$ cat src/rtl/hvac_zone_ctrl.sv
// hvac_zone_ctrl: multi-zone HVAC controller. Each zone has its own FSM
// (OFF/IDLE/HEATING/COOLING/LOCKOUT) with a hysteresis thermostat,
// compressor minimum run time and post-run lockout.
//
// Ports:
//   clk      - system clock, rising edge
//   reset    - asynchronous active-low reset
//   on_i     - per-zone turn-on pulse
//   off_i    - per-zone turn-off pulse
//   heat_i   - per-zone select-heat pulse
//   cool_i   - per-zone select-cool pulse
//   temp_i   - per-zone temperature, zone z at [z*TW +: TW]
//   setpt_i  - per-zone setpoint, same packing
//   power_o  - zone enabled (registered)
//   heat_o   - heater drive (registered)
//   cool_o   - compressor drive (registered)
//   fan_o    - fan drive (registered)
//   state_o  - per-zone state code, zone z at [z*3 +: 3]
module hvac_zone_ctrl #(
  parameter int unsigned NZ      = 2,
  parameter int unsigned TW      = 8,
  parameter int unsigned HYST    = 2,
  parameter int unsigned MIN_RUN = 16,
  parameter int unsigned LOCKOUT = 8
) (
  input  logic              clk,
  input  logic              reset,
  input  logic [NZ-1:0]     on_i,
  input  logic [NZ-1:0]     off_i,
  input  logic [NZ-1:0]     heat_i,
  input  logic [NZ-1:0]     cool_i,
  input  logic [NZ*TW-1:0]  temp_i,
  input  logic [NZ*TW-1:0]  setpt_i,
  output logic [NZ-1:0]     power_o,
  output logic [NZ-1:0]     heat_o,
  output logic [NZ-1:0]     cool_o,
  output logic [NZ-1:0]     fan_o,
  output logic [NZ*3-1:0]   state_o
);

  localparam int unsigned CNT_SPAN = (MIN_RUN > LOCKOUT) ? MIN_RUN : LOCKOUT;
  localparam int unsigned CW       = $clog2(CNT_SPAN + 1);
  localparam int unsigned XW       = TW + 1;

  localparam logic [XW-1:0] HYST_X    = XW'(HYST);
  localparam logic [XW-1:0] TMAX_X    = {1'b0, {TW{1'b1}}};
  localparam logic [CW-1:0] RUN_LAST  = CW'(MIN_RUN - 1);
  localparam logic [CW-1:0] LOCK_LAST = CW'(LOCKOUT - 1);

  typedef enum logic [2:0] {
    ST_OFF     = 3'd0,
    ST_IDLE    = 3'd1,
    ST_HEATING = 3'd2,
    ST_COOLING = 3'd3,
    ST_LOCKOUT = 3'd4
  } state_e;

  typedef enum logic {
    MODE_HEAT = 1'b0,
    MODE_COOL = 1'b1
  } mode_e;

  for (genvar z = 0; z < NZ; z++) begin : g_zone
    state_e        state, state_nxt;
    mode_e         mode, mode_nxt;
    logic          pend, pend_nxt;
    logic [CW-1:0] cnt, cnt_nxt;
    logic          power_q, heat_q, cool_q, fan_q;
    logic          power_nxt, heat_nxt, cool_nxt, fan_nxt;
    logic [XW-1:0] temp_x, setpt_x, lo_x, hi_x;
    logic          run_done, lock_done;

    assign temp_x  = {1'b0, temp_i[z*TW +: TW]};
    assign setpt_x = {1'b0, setpt_i[z*TW +: TW]};

    // Hysteresis thresholds, saturating at the ends of the TW-bit range
    always_comb begin
      lo_x = '0;
      hi_x = TMAX_X;
      if (setpt_x > HYST_X) lo_x = setpt_x - HYST_X;
      if ((setpt_x + HYST_X) < TMAX_X) hi_x = setpt_x + HYST_X;
    end

    // One dwell counter serves as run_cnt in HEATING/COOLING and lock_cnt in
    // LOCKOUT; it clears on every state change.
    assign run_done  = (cnt >= RUN_LAST);
    assign lock_done = (cnt >= LOCK_LAST);

    // Next-state, mode, pending-off, counter and output decode
    always_comb begin
      state_nxt = state;
      mode_nxt  = mode;
      pend_nxt  = 1'b0;
      cnt_nxt   = cnt;

      if (cool_i[z])      mode_nxt = MODE_COOL;
      else if (heat_i[z]) mode_nxt = MODE_HEAT;

      unique case (state)
        ST_OFF: begin
          if (on_i[z] && !off_i[z]) state_nxt = ST_IDLE;
        end
        ST_IDLE: begin
          // Uses the mode held before this cycle's mode command
          if (off_i[z])                                    state_nxt = ST_OFF;
          else if (mode == MODE_HEAT && temp_x <= lo_x)    state_nxt = ST_HEATING;
          else if (mode == MODE_COOL && temp_x >= hi_x)    state_nxt = ST_COOLING;
        end
        ST_HEATING: begin
          if (off_i[z]) begin
            state_nxt = ST_LOCKOUT;
            pend_nxt  = 1'b1;
          end else if (run_done && (temp_x >= setpt_x || mode != MODE_HEAT)) begin
            state_nxt = ST_LOCKOUT;
          end
        end
        ST_COOLING: begin
          if (off_i[z]) begin
            state_nxt = ST_LOCKOUT;
            pend_nxt  = 1'b1;
          end else if (run_done && (temp_x <= setpt_x || mode != MODE_COOL)) begin
            state_nxt = ST_LOCKOUT;
          end
        end
        ST_LOCKOUT: begin
          // off beats on when both arrive together
          if (off_i[z])     pend_nxt = 1'b1;
          else if (on_i[z]) pend_nxt = 1'b0;
          else              pend_nxt = pend;
          if (lock_done) state_nxt = pend_nxt ? ST_OFF : ST_IDLE;
        end
        default: state_nxt = ST_OFF;
      endcase

      if (state_nxt != state)  cnt_nxt = '0;
      else if (cnt != '1)      cnt_nxt = cnt + CW'(1);

      power_nxt = (state_nxt != ST_OFF);
      heat_nxt  = (state_nxt == ST_HEATING);
      cool_nxt  = (state_nxt == ST_COOLING);
      fan_nxt   = (state_nxt == ST_HEATING) || (state_nxt == ST_COOLING) ||
                  (state_nxt == ST_LOCKOUT);
    end

    // State and output registers
    always_ff @(posedge clk or negedge reset) begin
      if (!reset) begin
        state   <= ST_OFF;
        mode    <= MODE_HEAT;
        pend    <= 1'b0;
        cnt     <= '0;
        power_q <= 1'b0;
        heat_q  <= 1'b0;
        cool_q  <= 1'b0;
        fan_q   <= 1'b0;
      end else begin
        state   <= state_nxt;
        mode    <= mode_nxt;
        pend    <= pend_nxt;
        cnt     <= cnt_nxt;
        power_q <= power_nxt;
        heat_q  <= heat_nxt;
        cool_q  <= cool_nxt;
        fan_q   <= fan_nxt;
      end
    end

    assign power_o[z]        = power_q;
    assign heat_o[z]         = heat_q;
    assign cool_o[z]         = cool_q;
    assign fan_o[z]          = fan_q;
    assign state_o[z*3 +: 3] = state;
  end

endmodule
$ cat config.mk
export PLATFORM = sky130hd
export DESIGN_NAME = hvac_zone_ctrl
export DESIGN_NICKNAME = d
export VERILOG_FILES = /design/src/rtl/hvac_zone_ctrl.sv
export SDC_FILE = /design/constraint.sdc
export NUM_CORES = 1
export LEC_CHECK = 0
export CAP_MARGIN = 20
export CORE_MARGIN = 4
export CORE_UTILIZATION = 32
export DETAILED_ROUTE_END_ITERATION = 10
export GPL_TIMING_DRIVEN = 0
export PLACE_DENSITY = 0.51
export RECOVER_POWER = 25
export SETUP_SLACK_MARGIN = 0.5
export SLEW_MARGIN = 15
export SYNTH_ARGS = -nofsm -noshare
export SYNTH_HDL_FRONTEND = slang
export SYNTH_SLANG_ARGS = --single-unit
$ cat constraint.sdc
create_clock -name clk -period 6.8 [get_ports clk]
set_clock_uncertainty 0.15 [all_clocks]
set_input_delay 0.68 -clock clk [delete_from_list [all_inputs] [get_ports clk]]
set_output_delay 0.68 -clock clk [all_outputs]
set_load 0.05 [all_outputs]
==> results.json <==
{
  "die_width_um": 112,
  "antenna_found_initial": 0,
  "max-cap-violations": 1,
  "first_iter_violations": 121,
  "clock_latency_ns": 0.28,
  "max_freq_mhz": 239,
  "num_io_pins": 56,
  "syn_to_final_growth_pct": 21.8,
  "overflow": 0,
  "cp_top_family": "compound AO/OA/AOI/OAI gates",
  "ant_nets": 0,
  "via_count": 3245,
  "ir_drop_mv": 0.141,
  "clk_pin_slew_ns": 0.10,
  "viasPerCell": 5.35,
  "slew_viol_final": 29,
  "synth_top_area_share": 0.219,
  "powerDensity_mw_per_mm2": 225,
  "min_path_type": "reg -> reg",
  "leakagePower_uw": 0.00187,
  "synth_cell_type_count": 66,
  "crit_slowest_cell": "clkdlybuf4s50_1",
  "row_count": 37,
  "finalCritPeriodShare": 0.615,
  "synthTopCellsByArea": "ha_1, dfrtp_1, nor2_1",
  "synth.most_common_cell": "ha_1",
  "synth.net_count": 517,
  "grt_pass1_vias": 3164,
  "p_total_uw": 939,
  "hpwl_um": 7350,
  "grt_pass1_wl_um": 14800,
  "cp_slowest_stage_delay_ns": 0.55,
  "clock_path_buffers": 2,
  "route.detailed.drc": 0,
  "nFillCells": 1084,
  "crit_path_start_kind": "input port",
  "ctsRootBufferMaster": "clkbuf_8",
  "cts_setup_buffers": 0,
  "dieHeight_um": 112,
  "critPathCaptureType": "flop",
  "cpMostUsedCell": "ha_1",
  "worstMarginPinSlew_ns": 1.63,
  "status": "complete, but fails checks",
  "n_antenna_cell": 0,
  "drive_gt1_frac": 0.0553,
  "grt_usage": 0.138,
  "wl_per_cell_um": 14.4,
  "syn_area_mm2": 0.00343,
  "synth_top_area_cell": "ha_1",
  "path_buf_inv": 2,
  "port_buffers": 51,
  "firstDrtPassIters": 4,
  "grt_setup_unrepaired": "no",
  "multi_input_area_mm2": 0.00251,
  "layout_min_cycle_time_ns": 4.18,
  "nets": 573,
  "failed_checks": "capacitance limit, slew limit",
  "seq_area_frac_synth": 0.204,
  "grt_max_degree": 29,
  "hold_buffers": 0,
  "synth.avg_cell_area_um2": 8.26,
  "numCtsBuffers": 3,
  "gp_congestion": 0.807,
  "synth_edf_count": 0,
  "core-area_mm2": 0.0104,
  "syn_inst": 415,
  "critical_path_required_ns": 6.80,
  "synth-seq-cells": 28,
  "clock_sinks": 28,
  "dieArea_mm2": 0.0124,
  "synth_ff_type": "dfrtp_1",
  "start_util": 0.331,
  "hold_viol": 0,
  "crit_arrival_ns": 4.18,
  "cts_tree": "done",
  "htreeDepth": 1,
  "crit_chain": "clkdlybuf4s50_1, inv_1, ha_1, o21ai_0, nand2_1, ha_1, a22o_1, nor4_1, a2111oi_2, or4_4, a32oi_4, nor3_1",
  "cts_resized": 0,
  "relSlewSlack": -0.0837,
  "setup_tns_ns": 0,
  "synthTopCellsByCount": "ha_1, nor2_1, inv_1",
  "setup_viol": 0,
  "crit_fanout": 6,
  "ys_warn_count": 0,
  "register_area_um2": 701,
  "setup.worst_path.class": "in -> reg",
  "drt_wl_total_um": 8720,
  "synthArstFlopShare": 1.00
}
state kept, by name, indices dropped and copies added (netlist names):
| name | cells |
|---|---|
| g_zone.fan_q | 2 |
| g_zone.power_q | 2 |
| g_zone.heat_q | 2 |
| g_zone.mode | 2 |
| g_zone.cnt | 10 |
| g_zone.cool_q | 2 |
| g_zone.pend | 2 |
| g_zone.state | 6 |
layer usage:
metal / up-vias / share of wire / GRT usage
met4: 0 / 0.0039 / 0.0170
met3: 4 / 0.033 / 0.0201
met2: 54 / 0.49 / 0.240
met1: 1527 / 0.48 / 0.188
li1: 1660 / - / -
met5: - / 0 / 0
tightest hold or removal path: stages, from the launching register on:
cell and delay (ns):
dfrtp_1 0.41, xnor2_1 0.13, nor3_1 0.04
path summary, 6_finish.rpt:
path                             startpoint                 to  slack [ns]  cells after the start
min                        g_zone[1].cnt[3]   g_zone[1].cnt[3]        0.47                      2
max in group asynchronous             reset     g_zone[0].mode        4.91                      1
max reg2reg                g_zone[1].cnt[0]  g_zone[1].power_q        4.37                      9
min in group asynchronous             reset     g_zone[1].mode        0.65                      1
max                              setpt_i[9]   g_zone[1].cnt[0]        2.62                     12
min reg2reg                g_zone[1].cnt[3]   g_zone[1].cnt[3]        0.47                      2
placed cells by master, fill, tap and decap left out, types with 4 or more instances in the layout:
cell type,n
o21ai_0,20
o211ai_1,9
a211oi_1,6
buf_4,8
and3_1,5
nand2_1,27
nand3_1,15
nor3_1,19
dfrtp_1,28
clkdlybuf4s50_1,50
inv_1,31
xnor2_1,9
o21bai_1,7
mux2i_1,5
or4_1,4
nand4_1,16
nand2b_1,5
nor2_1,35
and2_1,4
nor4_1,5
ha_1,60
a21oi_1,14
nor3b_1,4
nor2b_1,8
o21ai_1,4
o21a_1,6
xor2_1,4
final cells by class:
cell class / instances / area share
Buffer: 15 / 0.0234
Clock buffer: 3 / 0.00989
Clock inverter: 1 / 0.00719
Inverter: 32 / 0.0288
Multi-Input combinational cell: 340 / 0.601
Sequential cell: 28 / 0.168
Tap cell: 136 / 0.0408
Timing Repair Buffer: 51 / 0.121
stage by stage:
step                      cell area (um^2)  hold slack, ns  utilization  cells  setup slack (ns)
after floorplan                       3430           0.234            -    415              3.15
after global placement                4110           0.444        0.396    602              2.33
after detailed placement              4100           0.443        0.396    602              2.31
after CTS                             4180           0.306        0.403    606              2.62
after global routing                  4170           0.517        0.403    606              2.36
final                                 4170           0.466        0.403    606              2.62
power by group:
| part | internal, uW | total, uW | switching, uW |
|---|---|---|---|
| Clock | 78.8 | 134 | 54.7 |
| Combinational | 220 | 548 | 329 |
| Sequential | 217 | 257 | 40.5 |
kinds of logic after synthesis:
family | count (synthesis) | synth area share
AOI/OAI and AO/OA | 101 | 0.215
xor gates and xnor gates | 13 | 0.0332
adders and majority gates | 61 | 0.222
buffers and inverters | 47 | 0.0635
DFF | 28 | 0.204
muxes | 7 | 0.0212
and+or+nand+nor | 158 | 0.241
Power figures use the tool's default switching activity.
